===== config.mk =====
export PLATFORM = sky130hd
export DESIGN_NAME = inst_prefetch_q
export DESIGN_NICKNAME = d
export VERILOG_FILES = /design/src/rtl/inst_prefetch_q_pkg.sv /design/src/rtl/ipq_fifo.sv /design/src/rtl/inst_prefetch_q.sv
export SDC_FILE = /design/constraint.sdc
export NUM_CORES = 1
export LEC_CHECK = 0
export ABC_AREA = 1
export CORE_UTILIZATION = 41
export CTS_BUF_LIST = sky130_fd_sc_hd__clkbuf_4 sky130_fd_sc_hd__clkbuf_8
export CTS_CLUSTER_DIAMETER = 30
export DETAILED_ROUTE_END_ITERATION = 12
export HOLD_SLACK_MARGIN = 0.15
export PLACE_DENSITY = 0.71
export SYNTH_ARGS = -nofsm -noshare
export SYNTH_HDL_FRONTEND = slang
export SYNTH_SLANG_ARGS = --single-unit
export TNS_END_PERCENT = 1

===== constraint.sdc =====
create_clock -name clk -period 7.3 [get_ports clk]
set_input_delay 2.19 -clock clk [delete_from_list [all_inputs] [get_ports clk]]
set_output_delay 2.19 -clock clk [all_outputs]
set_load 0.05 [all_outputs]

===== src/rtl/inst_prefetch_q_pkg.sv =====
// Shared types, helpers and bus-width defines for the instruction prefetch queue.
// The optional flush counter is enabled by defining IPQ_PERF_CNT_EN.
`ifndef IPQ_DEFINES_SVH
`define IPQ_DEFINES_SVH
`define InstAddrBus 31:0
`define InstBus 31:0
`define ResetPC 32'h0000_0000
`define WordInc 32'd4
`endif

package inst_prefetch_q_pkg;

  localparam int unsigned IpqEntryW = 64;

  typedef struct packed {
    logic [`InstAddrBus] pc;
    logic [`InstBus]     inst;
  } ipq_entry_t;

  // Redirect targets are word addresses; the low byte-offset bits are dropped.
  function automatic logic [`InstAddrBus] ipq_align(input logic [`InstAddrBus] addr);
    return {addr[31:2], 2'b00};
  endfunction

endpackage


===== src/rtl/ipq_fifo.sv =====
// Generic synchronous FIFO with flush, occupancy count and combinational head.
// Storage is not reset; only pointers and count are.
module ipq_fifo #(
  parameter int unsigned Width = 64,
  parameter int unsigned Depth = 4,
  localparam int unsigned PtrW = $clog2(Depth),
  localparam int unsigned CntW = PtrW + 1
) (
  input  logic             clk_i,
  input  logic             rst_i,
  input  logic             push_i,
  input  logic             pop_i,
  input  logic             flush_i,
  input  logic [Width-1:0] wdata_i,
  output logic [Width-1:0] head_o,
  output logic             valid_o,
  output logic             full_o,
  output logic [CntW-1:0]  count_o
);

  logic [Width-1:0] mem_q [Depth];
  logic [PtrW-1:0]  wptr_q, wptr_d;
  logic [PtrW-1:0]  rptr_q, rptr_d;
  logic [CntW-1:0]  count_q, count_d;
  logic             do_push, do_pop;
  logic             empty, full;

  assign empty = (count_q == '0);
  assign full  = (count_q == CntW'(Depth));

  // A pop frees the slot a simultaneous push writes, so push is legal when full.
  assign do_pop  = pop_i & ~empty & ~flush_i;
  assign do_push = push_i & (~full | do_pop) & ~flush_i;

  always_comb begin
    wptr_d  = wptr_q;
    rptr_d  = rptr_q;
    count_d = count_q;
    if (flush_i) begin
      wptr_d  = '0;
      rptr_d  = '0;
      count_d = '0;
    end else begin
      if (do_push) begin
        wptr_d = wptr_q + PtrW'(1);
      end
      if (do_pop) begin
        rptr_d = rptr_q + PtrW'(1);
      end
      if (do_push && !do_pop) begin
        count_d = count_q + CntW'(1);
      end else if (!do_push && do_pop) begin
        count_d = count_q - CntW'(1);
      end
    end
  end

  always_ff @(posedge clk_i) begin
    if (rst_i) begin
      wptr_q  <= '0;
      rptr_q  <= '0;
      count_q <= '0;
    end else begin
      wptr_q  <= wptr_d;
      rptr_q  <= rptr_d;
      count_q <= count_d;
    end
  end

  always_ff @(posedge clk_i) begin
    if (do_push && !rst_i) begin
      mem_q[wptr_q] <= wdata_i;
    end
  end

  assign head_o  = mem_q[rptr_q];
  assign valid_o = ~empty;
  assign full_o  = full;
  assign count_o = count_q;

endmodule


===== src/rtl/inst_prefetch_q.sv =====
// Instruction prefetch queue: drives the ROM fetch port, buffers {pc, inst} pairs and presents
// the head to decode. Optional flush counter output when IPQ_PERF_CNT_EN is defined.
module inst_prefetch_q
  import inst_prefetch_q_pkg::*;
#(
  parameter int unsigned         DEPTH    = 4,
  parameter logic [`InstAddrBus] RESET_PC = `ResetPC
) (
  input  logic                    clk,
  input  logic                    rst,
  output logic                    rom_ce_o,
  output logic [`InstAddrBus]     rom_addr_o,
  input  logic [`InstBus]         rom_data_i,
  input  logic                    stall_i,
  input  logic                    ready_i,
  input  logic                    redirect_i,
  input  logic [`InstAddrBus]     redirect_addr_i,
  output logic                    inst_valid_o,
  output logic [`InstBus]         inst_o,
  output logic [`InstAddrBus]     inst_pc_o,
  output logic [$clog2(DEPTH):0]  count_o
`ifdef IPQ_PERF_CNT_EN
  ,
  output logic [15:0]             flush_cnt_o
`endif
);

  localparam int unsigned CntW = $clog2(DEPTH) + 1;

  logic [`InstAddrBus] fetch_pc_q, fetch_pc_d;
  logic                en_q;
  logic                push, pop;
  ipq_entry_t          wr_entry, head_entry;
  logic                fifo_valid, fifo_full;
  logic [CntW-1:0]     fifo_count;

  assign pop  = fifo_valid & ready_i & ~stall_i & ~redirect_i;
  assign push = en_q & ~redirect_i & (~fifo_full | pop);

  assign rom_ce_o   = push;
  assign rom_addr_o = fetch_pc_q;

  assign wr_entry = '{pc: fetch_pc_q, inst: rom_data_i};

  ipq_fifo #(
    .Width(IpqEntryW),
    .Depth(DEPTH)
  ) u_fifo (
    .clk_i   (clk),
    .rst_i   (rst),
    .push_i  (push),
    .pop_i   (pop),
    .flush_i (redirect_i),
    .wdata_i (wr_entry),
    .head_o  (head_entry),
    .valid_o (fifo_valid),
    .full_o  (fifo_full),
    .count_o (fifo_count)
  );

  always_comb begin
    fetch_pc_d = fetch_pc_q;
    if (redirect_i) begin
      fetch_pc_d = ipq_align(redirect_addr_i);
    end else if (push) begin
      fetch_pc_d = fetch_pc_q + `WordInc;
    end
  end

  // en_q holds fetch off for the first cycle after reset release.
  always_ff @(posedge clk) begin
    if (rst) begin
      fetch_pc_q <= RESET_PC;
      en_q       <= 1'b0;
    end else begin
      fetch_pc_q <= fetch_pc_d;
      en_q       <= 1'b1;
    end
  end

  assign inst_valid_o = fifo_valid;
  assign inst_o       = fifo_valid ? head_entry.inst : '0;
  assign inst_pc_o    = fifo_valid ? head_entry.pc : '0;
  assign count_o      = fifo_count;

`ifdef IPQ_PERF_CNT_EN
  logic [15:0] flush_cnt_q, flush_cnt_d;
  logic [16:0] flush_sum;

  assign flush_sum = {1'b0, flush_cnt_q} + 17'(fifo_count);

  always_comb begin
    flush_cnt_d = flush_cnt_q;
    if (redirect_i) begin
      flush_cnt_d = flush_sum[16] ? 16'hFFFF : flush_sum[15:0];
    end
  end

  always_ff @(posedge clk) begin
    if (rst) begin
      flush_cnt_q <= '0;
    end else begin
      flush_cnt_q <= flush_cnt_d;
    end
  end

  assign flush_cnt_o = flush_cnt_q;
`endif

endmodule


Word level (Yosys, flattened, before mapping)
Memory sizes are Yosys's and may differ from the RTL's. A register that Yosys moved wholly into a read port is not among the register bits.
Index checks and enable logic that the tools add are counted.

storage, ports and cells
  bits in registers = 40
  memory bits (writable) = 256
  bits of input ports = 69
  output and inout port bits = 101
  logic and storage cells = 49
  memories = 1

cells by class
  add/sub/neg operators = 5
  equality and inequality tests = 1
  mux-type cells = 11
  bitwise gates (word level) = 15
  reduce and logical (&&, ||, !) cells = 10

memory list
  memory        depth  width  read ports  clocked after memory_dff  write ports  RTL line        RTL
  u_fifo.mem_q  4      64     1           1                         1            ipq_fifo.sv:21  logic [Width-1:0] mem_q [Depth];

operator list
  operator                                          number
  2-to-1 mux 32 bit                                 4
  adder 32 x 3 -> 32 bit, second input constant     1
  AND 1 bit                                         9
  2-to-1 mux 3 bit                                  2
  adder 2 x 1 -> 2 bit, second input constant       2
  2-to-1 mux 2 bit                                  2
  NOT 1 bit                                         4
  nonzero test 2 bit                                2
  adder 3 x 1 -> 3 bit, second input constant       1
  == test 3 bit, second input constant              1
  logical AND 1 bit                                 3
  zero test 1 bit                                   3
  zero test 3 bit                                   1
  2-to-1 mux 1 bit                                  3
  subtractor 3 x 1 -> 3 bit, second input constant  1
  bitwise OR 1 bit                                  2
  OR reduction 2 bit                                1

Logic depth before layout (Yosys ltp)
Gate-level depths: netlist of run 1.

  depth after elaboration = 14
  mapped depth = 15
  mapped depth without buffers = 14

Cells and area by module
Synthesis of run 1 repeated with hierarchy kept, for this count alone.

second synthesis, totals
  cell total of the unflattened synthesis = 1232
  area total of the unflattened synthesis = 12844.8 um^2

modules (own cells, without submodules)
  module           times used  cells each  area an instance (um^2)  sequential area each (um^2)
  ipq_fifo         1           696         10012.1                  7867.5
  inst_prefetch_q  1           536         2832.7                   620.6

Worst setup path before layout of run 1
OpenSTA, ideal clock, no wires.

  path kind = input -> register
  start = input port redirect_i
  end = memory u_fifo.mem_q[0][0], enable pin
  setup time = 0.482 ns
  arrival = 5.561 ns
  data required time = 6.818 ns
  setup slack = 1.257 ns
  stages = 9
  path buffers = 0
  cells stage by stage = inv_2 > nand2_1 > nor2_1 > nand2_2 > nand2_4 > nand2_4 > nor2_4 > inv_2 > nor2_1

on the way
  cells in the longest elaborated chain, start to end = 10
  elaborated cells between the ends (all ways) = 13
  classes of those cells = mux (2); bitwise (10); reduce/logical (1)

RTL lines
  item                                        RTL line               RTL
  start, declared                             inst_prefetch_q.sv:16  input logic redirect_i,
  NOT 1 bit (*)                               n/a
  AND 1 bit                                   inst_prefetch_q.sv:37  assign pop = fifo_valid & ready_i & ~stall_i & ~redirect_i;
  AND 1 bit (2 in a row)                      ipq_fifo.sv:32         assign do_pop = pop_i & ~empty & ~flush_i;
  bitwise OR 1 bit                            ipq_fifo.sv:33         assign do_push = push_i & (~full | do_pop) & ~flush_i;
  AND 1 bit                                   ipq_fifo.sv:33
  AND 1 bit (*)                               ipq_fifo.sv:33
  logical AND 1 bit (*)                       ipq_fifo.sv:71         if (do_push && !rst_i) begin
  2-to-1 mux 1 bit (*)                        ipq_fifo.sv:71
  2-to-1 mux 1 bit (not written as such) (*)  ipq_fifo.sv:72         mem_q[wptr_q] <= wdata_i;
  end, declared                               ipq_fifo.sv:21

Every way passes the cells marked *; elsewhere a longest branch is shown, timed or not.

Worst setup path in the final report of run 1
  start = input port redirect_i
  end = output port rom_ce_o

on the way
  cells in the longest elaborated chain, start to end = 4
  elaborated cells between the ends (all ways) = 5
  classes of those cells = bitwise (5)

RTL lines
  item              RTL line                                      RTL
  NOT 1 bit (*)     inst_prefetch_q.sv:37, inst_prefetch_q.sv:38
  AND 1 bit         inst_prefetch_q.sv:37
  bitwise OR 1 bit  inst_prefetch_q.sv:38                         assign push = en_q & ~redirect_i & (~fifo_full | pop);
  AND 1 bit (*)     inst_prefetch_q.sv:38
  end, declared     inst_prefetch_q.sv:11                         output logic rom_ce_o,

Marked as above.

==> impl_metrics.json, run 1 <==
{
  "run_status": "completed",
  "grt_overflow": 0,
  "hold_viol": 0,
  "slew_headroom_pct": 33.6,
  "whs_ns": 0.460,
  "clk_pin_slew_ns": 0.06,
  "wire_per_inst_um": 16.7,
  "slew_violations": 0,
  "num_rows": 62,
  "ioPinCount": 170,
  "highest-signal-layer": "met4",
  "maxCapViolCount": 0,
  "finalWorstPathRequiredPeriod_ns": 6.07,
  "final.period_utilization_pct": 83.2,
  "dr_wl_met2_mm": 14.3,
  "path_depth": 9,
  "cp_cell_sequence": "clkdlybuf4s50_1 -> inv_2 -> nand2_1 -> nor2_1 -> nand2_2 -> nand2_4 -> nand2_4 -> inv_2 -> buf_12",
  "cp_top_family": "buffers and inverters",
  "yosysMostFrequentCell": "nor2_1",
  "viasPerCell": 5.05,
  "arrival_ns": 3.88,
  "finalSetupViolCount": 0,
  "grt_usage_pct": 19.4,
  "start_util_pct": 42.1,
  "n_antenna_cell": 0,
  "grt_pass1_vias": 8722,
  "rsz0062_at_grt": "false",
  "synth_edf_count": 248,
  "cp_num_buf_inv": 4,
  "grt_pass1_wl_mm": 46.2,
  "wirelength_mm": 29.8,
  "worst_pin_slew_ns": 0.996,
  "setup_ws_ns": 1.23,
  "synthFlopType": "edfxtp_1",
  "tritoncts": "done",
  "fp.dieH_um": 175,
  "vias": 9012,
  "powerDensity_mw_per_mm2": 262,
  "slowest_delay_ns": 0.44,
  "die_w_um": 175,
  "postSynthAreaPerCell_um2": 10.4,
  "clkLatencyLatePin_ns": 0.58,
  "wl_met1_mm": 13.1,
  "die_area_mm2": 0.0305,
  "wl_met3_mm": 1.77,
  "clock-sinks": 288,
  "place_area_mm2": 0.0142,
  "io_buffers": 163,
  "synth.yosys.warnings": 0,
  "yosys.area.top_type_share_pct": 61.0,
  "drc_errors": 0,
  "yosysUniqueCellTypes": 35,
  "finalNonFillerCells": 1783,
  "hold_path.class": "register to register",
  "antenna_found_initial": 0,
  "post-place-ws_ns": 1.25,
  "area_delta_synth_final_pct": 27.5,
  "ant_nets": 0,
  "fillers": 2500,
  "crit_path_max_fanout": 18,
  "cts-resized-gates": 0,
  "synth_area_leader_cell": "edfxtp_1",
  "vdd_ir_drop_max_v": 0.000125,
  "worst-r2r-cell-count": 9,
  "cts_buffers": 58,
  "holdBufCountCts": 0,
  "drtPass1Iterations": 5,
  "cts_setup_buffers": 0,
  "cts_root_buf": "clkbuf_8",
  "p_leak_uw": 0.00550,
  "synthArstFlopShare_pct": 0,
  "cts_max_path_buffers": 3,
  "dpl.cell_count": 1675,
  "first_iter_violations": 585,
  "yosys_register_bits": 288,
  "synth_area_leaders": "edfxtp_1 61%, nor2_1 9.2%, dfxtp_1 6.6%",
  "drive_above_1_share_pct": 10.4,
  "crit_required_ns": 5.11,
  "fin_worst_skew_ns": 0.0313,
  "min_path_cells": 2,
  "nets": 1427,
  "synth_cells": 1172,
  "fmax_mhz": 165,
  "final_area_mm2": 0.0156,
  "critPathLaunchType": "input pin",
  "core_area_mm2": 0.0290,
  "path_class": "input pin to output port",
  "ctsHtreeMaxLevel": 2,
  "synth_common_cells": "300 x nor2_1, 248 x edfxtp_1, 144 x nand2_1",
  "slowest_stage": "clkdlybuf4s50_1",
  "seq_area_frac_synth_pct": 67.6,
  "syn_area_mm2": 0.0122,
  "gp_congestion": 0.889,
  "hpwlAfterDp_mm": 17.3,
  "critPathCaptureType": "output port",
  "grt_start_max_net_pins": 77,
  "fin_setup_tns_ns": 0
}
## power breakdown
| group | switching [uW] | internal (uW) |
|---|---|---|
| Combinational | 241 | 120 |
| Clock | 698 | 1150 |
| Sequential | 40.6 | 1820 |
## routing by layer
metal	vias up	track usage (%)
li1	4377	-
met2	313	32.6
met3	52	3.65
met4	0	6.38
met1	4270	25.4
met5	-	0
## placed cells by master (no fill, tap or decap), drive strengths merged, types with 9 or more instances in the layout
cell type,count
dfxtp,40
nand2,149
bufinv,9
buf,14
nand3,38
clkbuf,72
clkinv,21
clkdlybuf4s50,162
edfxtp,248
inv,57
o21ai,153
a21oi,82
nor2,305
## logic make-up after synthesis
family / after synthesis / share of synthesized area (%)
AND/OR/NAND/NOR: 505 / 16.8
adder cells (fa/ha/maj): 7 / 0.779
AO/OA/AOI/OAI: 245 / 10.2
buffers and inverters: 117 / 3.93
XOR/XNOR: 9 / 0.646
flip-flops: 288 / 67.6
other: 1 / 0.0307
## cell type report
class / count / area, um^2 / area share (%)
tap: 384 / 480 / 3.09
inverter: 57 / 215 / 1.38
timing repair buffer: 176 / 1750 / 11.3
clock buffer: 72 / 910 / 5.84
sequential: 288 / 8250 / 53.0
clock inverter: 36 / 435 / 2.80
multi-input combinational: 770 / 3520 / 22.6
## worst register-to-register path, cell delays in order (launching register included)
cell,delay [ns]
dfxtp_1,0.41
nor2_1,0.07
nand2_1,0.13
nand2_2,0.11
nand2_4,0.09
nand2_4,0.16
nor2_4,0.30
inv_2,0.20
nor2_4,0.76
buf_12,0.34
## metrics by stage
stage,total power (uW),utilization (%)
after CTS,4110,53.6
after global placement,2250,49.0
after global routing,4220,53.6
final,4070,53.6
after floorplan,2100,-
after detailed placement,2250,49.0
## final timing paths
| check | end | startpoint | slack, ns |
|---|---|---|---|
| worst max-delay path | rom_ce_o | redirect_i | 1.23 |
| worst min-delay path | register | u_fifo.rptr_q[1]$_SDFFE_PP0N_ | 0.46 |
| worst max register to register | u_fifo.mem_q[2][12]$_DFFE_PP_ | u_fifo.count_o[0]$_SDFFE_PP0P_ | 4.35 |
| worst min register to register | register | u_fifo.rptr_q[1]$_SDFFE_PP0N_ | 0.46 |
## sequential cells by signal, indices dropped and copies added (netlist names), named ones only
register / flops
u_fifo.count_o: 3
u_fifo.wptr_q: 2
u_fifo.mem_q: 248
en_q: 1
u_fifo.rptr_q: 2
rom_addr_o: 30
No activity file was read; power rests on OpenSTA's default activity.
==> run 2, diff against run 1 <==
==> constraint.sdc (replaced) <==
create_clock -name clk -period 6 [get_ports clk]
set_input_delay 1.8 -clock clk [delete_from_list [all_inputs] [get_ports clk]]
set_output_delay 1.8 -clock clk [all_outputs]
set_load 0.05 [all_outputs]
==> run 2 against run 1 <==
Non-clock buffer count grew 3. Register-to-register slack lost 0.88 ns. Worst hold slack lost 0.0030 ns. Setup slack lost 0.43 ns. Via count shrank 0.17%. Critical endpoint is now inst_o[20].
==> impl_metrics.json, run 2 (synthesis gave the netlist of run 1 again) <==
{
  "run_status": "completed",
  "r2r_end": "u_fifo.mem_q[2][52]$_DFFE_PP_",
  "clock-sinks": 288,
  "grt_usage_pct": 19.9,
  "start_util_pct": 42.1,
  "rsz0062_at_grt": "false",
  "holdBufCountCts": 0,
  "finalWorstPathRequiredPeriod_ns": 5.20,
  "drc_errors": 0,
  "grt_pass1_vias": 8914,
  "die_area_mm2": 0.0305,
  "viasPerCell": 5.05,
  "grt_pass1_wl_mm": 47.3,
  "num_rows": 62,
  "top_register": "u_fifo.mem_q",
  "antenna_found_initial": 0,
  "fp.dieH_um": 175,
  "grt_start_max_net_pins": 67,
  "tritoncts": "done",
  "crit_required_ns": 4.20,
  "worst_pin_slew_ns": 0.932,
  "min_path_cells": 2,
  "wire_per_inst_um": 16.8,
  "drtPass1Iterations": 5,
  "slew_violations": 0,
  "hpwlAfterDp_mm": 17.6,
  "cts_buffers": 56,
  "wirelength_mm": 30.0,
  "hold_path.class": "register to register",
  "ioPinCount": 170,
  "critPathLaunchType": "register",
  "cp_top_family": "buffers and inverters",
  "clkLatencyLatePin_ns": 0.59,
  "crit-reg2reg-launch": "u_fifo.count_o[0]$_SDFFE_PP0P_",
  "n_antenna_cell": 0,
  "fin_setup_tns_ns": 0,
  "cts-resized-gates": 0,
  "path_class": "register to output port",
  "cp_cell_sequence": "clkinv_2 -> buf_12 -> o21ai_0 -> a21oi_1 -> clkdlybuf4s50_1",
  "cts_setup_buffers": 0,
  "powerDensity_mw_per_mm2": 313,
  "grt_overflow": 0,
  "ctsHtreeMaxLevel": 2,
  "finalPower_uw": 4880,
  "layout_common_cells": "296 x nor2_1, 248 x edfxtp_1, 162 x clkdlybuf4s50_1",
  "gp_congestion": 0.868,
  "arrival_ns": 3.40,
  "crit_path_max_fanout": 66,
  "io_buffers": 163,
  "clk_pin_slew_ns": 0.06,
  "p_leak_uw": 0.00548,
  "critPathCaptureType": "output port",
  "layout_commonest_cell": "nor2_1",
  "fin_worst_skew_ns": 0.0328,
  "vias": 8997,
  "path_depth": 5,
  "core_area_mm2": 0.0290,
  "slew_headroom_pct": 37.8,
  "maxCapViolCount": 0,
  "slowest_stage": "clkdlybuf4s50_1",
  "fmax_mhz": 192,
  "cts_max_path_buffers": 3,
  "min_from": "u_fifo.rptr_q[1]$_SDFFE_PP0N_",
  "cp_num_buf_inv": 3,
  "hold_viol": 0,
  "ant_nets": 0,
  "nets": 1428,
  "die_w_um": 175,
  "final_util_pct": 53.7,
  "final.period_utilization_pct": 86.7,
  "slowest_delay_ns": 0.75,
  "finalSetupViolCount": 0,
  "worst-r2r-cell-count": 10,
  "area_delta_synth_final_pct": 27.7,
  "first_iter_violations": 656,
  "r2r_slack_ns": 3.47,
  "vdd_ir_drop_max_v": 0.000162,
  "drive_above_1_share_pct": 10.4,
  "cts_root_buf": "clkbuf_8",
  "largest_reg_flops": 248
}
[run 2: cell types whose count changed in the layout (fill, tap and decap cells not counted), sizes merged]
cell,before,now
clkinvlp,6,10
buf,14,17
inv,57,60
clkinv,21,15
bufinv,9,7
clkbuf,72,70
[run 2: final cells by class]
class / count / area (um^2)
Tap cell: 384 / 480
Inverter: 57 / 215
Sequential cell: 288 / 8250
Clock inverter: 35 / 397
Timing Repair Buffer: 179 / 1820
Clock buffer: 70 / 895
Fill cell: 2490 / 13400
Multi-Input combinational cell: 770 / 3520
[run 2: power by group]
part           total (uW)  switching (uW)  internal (uW)
clock network        2170             862           1310
logic                 444             295            149
registers            2260            48.5           2210
[run 2: worst min-delay path, delay by kind of cell (launching register included)]
kind / cells / cell delay, ns
AOI/OAI and AO/OA: 1 / 0.07
buffers and inverters: 1 / 0.06
DFF: 1 / 0.30
[run 2: metal layers]
metal | GRT usage (%) | part of all wire (%)
met2 | 34.0 | 48
met5 | 0 | 0
met3 | 3.67 | 6.3
met1 | 25.5 | 43
met4 | 6.70 | 2.2
[run 2: worst max path at each step]
stage / from / endpoint / slack, ns
finish: register / inst_o[20] / 0.80
global placement: redirect_i / rom_ce_o / 0.86
floorplan: redirect_i / u_fifo.mem_q[0][0]$_DFFE_PP_ / 0.35
CTS: register / inst_o[20] / 0.72
global route: register / inst_o[2] / 0.56
detailed placement: redirect_i / rom_ce_o / 0.87
[run 2: stage by stage]
stage	instance area (um^2)	worst slack, ns	hold WS (ns)	instances
after detailed placement	14300	0.867	0.452	1678
after floorplan	12200	0.347	0.436	1175
after global routing	15600	0.557	0.478	1783
final	15600	0.800	0.457	1783
after global placement	14300	0.856	0.442	1678
after CTS	15600	0.724	0.461	1783
==> run 3, diff against run 2 <==
--- a/config.mk
+++ b/config.mk
@@ -11,7 +11,7 @@
 export CTS_CLUSTER_DIAMETER = 30
 export DETAILED_ROUTE_END_ITERATION = 12
 export HOLD_SLACK_MARGIN = 0.15
-export PLACE_DENSITY = 0.71
+export PLACE_DENSITY = 0.73
 export SYNTH_ARGS = -nofsm -noshare
 export SYNTH_HDL_FRONTEND = slang
 export SYNTH_SLANG_ARGS = --single-unit
==> constraint.sdc (replaced) <==
create_clock -name clk -period 4.2 [get_ports clk]
set_input_delay 1.26 -clock clk [delete_from_list [all_inputs] [get_ports clk]]
set_output_delay 1.26 -clock clk [all_outputs]
set_load 0.05 [all_outputs]
==> run 3 against run 2 <==
Setup slack got worse by 0.45 ns. Register-to-register slack got worse by 1.6 ns. Non-clock buffer count increased by 4. Critical path type unchanged. Via count increased by 1.9%. Sequential power increased by 43%.
==> impl_metrics.json, run 3 (synthesis gave the netlist of run 1 again) <==
{
  "worst_pin_slew_ns": 0.909,
  "hold_viol": 0,
  "first_iter_violations": 645,
  "top_register": "u_fifo.mem_q",
  "fin_worst_skew_ns": 0.0228,
  "finalPower_uw": 6860,
  "antenna_found_initial": 0,
  "finalSetupViolCount": 0,
  "vdd_ir_drop_max_v": 0.000190,
  "fmax_mhz": 260,
  "grt_pass1_wl_mm": 47.3,
  "maxCapViolCount": 0,
  "finalWorstPathRequiredPeriod_ns": 3.85,
  "cts_buffers": 56,
  "run_status": "completed",
  "grt_usage_pct": 19.8,
  "drc_errors": 0,
  "rsz0062_at_grt": "false",
  "final_util_pct": 53.3,
  "largest_reg_flops": 248,
  "fillers": 2501,
  "ctsHtreeMaxLevel": 2,
  "core_area_mm2": 0.0290,
  "grt_pass1_vias": 8958,
  "clock-sinks": 288,
  "slowest_stage": "buf_4",
  "drive_above_1_share_pct": 14.6,
  "final.period_utilization_pct": 91.6,
  "ant_nets": 0,
  "slew_violations": 0,
  "crit_required_ns": 2.94,
  "die_area_mm2": 0.0305,
  "gp_congestion": 0.914,
  "setup_ws_ns": 0.352,
  "post-place-ws_ns": 0.404,
  "cp_cell_sequence": "buf_4 -> nor2_1 -> nor2_1 -> o21ai_0 -> a21oi_1 -> buf_4",
  "wire_per_inst_um": 17.0,
  "ioPinCount": 170,
  "grt_start_max_net_pins": 63,
  "p_leak_uw": 0.00562,
  "cts_root_buf": "clkbuf_8",
  "start_util_pct": 42.1,
  "slowest_delay_ns": 0.61,
  "critPathLaunchType": "register",
  "die_w_um": 175,
  "wirelength_mm": 30.2,
  "drtPass1Iterations": 5,
  "powerDensity_mw_per_mm2": 444,
  "viasPerCell": 5.14,
  "slew_headroom_pct": 39.4,
  "hold_path.class": "register to register",
  "clkLatencyLatePin_ns": 0.56,
  "cts_max_path_buffers": 3,
  "clk_pin_slew_ns": 0.05,
  "hpwlAfterDp_mm": 18.0,
  "critPathCaptureType": "output port",
  "nets": 1432,
  "tritoncts": "done",
  "crit_path_max_fanout": 59,
  "num_rows": 62,
  "grt_overflow": 0,
  "vias": 9170,
  "arrival_ns": 2.59,
  "path_class": "register to output port",
  "fp.dieH_um": 175,
  "area_delta_synth_final_pct": 26.7,
  "layout_common_cells": "296 x nor2_1, 248 x edfxtp_1, 144 x nand2_1",
  "cts_setup_buffers": 0,
  "io_buffers": 163,
  "n_antenna_cell": 0,
  "layout_commonest_cell": "nor2_1"
}
## run 3: routing by layer
metal  wire length (um)  global-route usage, %  part of all wire, %
met1              12600                   25.2                   41
met2              14700                   33.7                   49
met3               2190                   3.85                  7.2
met4                795                   7.07                  2.6
met5                  0                      0                    0
## run 3: final cells by class
class | instances | area (um^2) | share of cell area (%)
Clock inverter | 27 | 302 | 1.95
Sequential cell | 288 | 8250 | 53.4
Multi-Input combinational cell | 770 | 3520 | 22.8
Timing Repair Buffer | 183 | 1750 | 11.3
Clock buffer | 75 | 938 | 6.07
Inverter | 57 | 216 | 1.40
Tap cell | 384 | 480 | 3.11
## run 3: worst max-delay path, delay by kind of cell (launching register included)
family / cells / cell delay [ns]
buffers and inverters: 2 / 0.85
AOI/OAI and AO/OA: 2 / 0.31
DFF: 1 / 0.60
and+or+nand+nor: 2 / 0.21
## run 3: path summary, 6_finish.rpt
| check | to | slack [ns] | from | cells after the start |
|---|---|---|---|---|
| min reg2reg | register | 0.46 | u_fifo.rptr_q[1]$_SDFFE_PP0N_ | 2 |
| max | inst_o[15] | 0.35 | register | 6 |
| max reg2reg | u_fifo.mem_q[0][14]$_DFFE_PP_ | 1.84 | u_fifo.count_o[0]$_SDFFE_PP0P_ | 9 |
| min | register | 0.46 | u_fifo.rptr_q[1]$_SDFFE_PP0N_ | 2 |
## run 3: per-stage QoR
step                std cells  setup TNS [ns]  instance area, um^2  hold WS (ns)
finish                   1784               0                15500         0.463
global route             1784               0                15500         0.496
CTS                      1784               0                15500         0.459
detailed placement       1682               0                14200         0.454
global placement         1682               0                14200         0.446
floorplan                1175         -226.53                12200         0.436
## run 3: repair_timing
action                                  4_1_cts  5_1_grt
endpoints found under the setup margin        0       25
hold endpoints to repair                      0        0
gates resized for setup                       0        1
hold buffers                                  0        0
## run 3: power breakdown
| group | internal, uW | total, uW | switching [uW] | leakage (uW) |
|---|---|---|---|---|
| clock network | 1830 | 2990 | 1160 | 0.000637 |
| logic | 208 | 635 | 427 | 0.00240 |
| registers | 3160 | 3230 | 67.6 | 0.00258 |
| total | 5200 | 6860 | 1650 | 0.00562 |
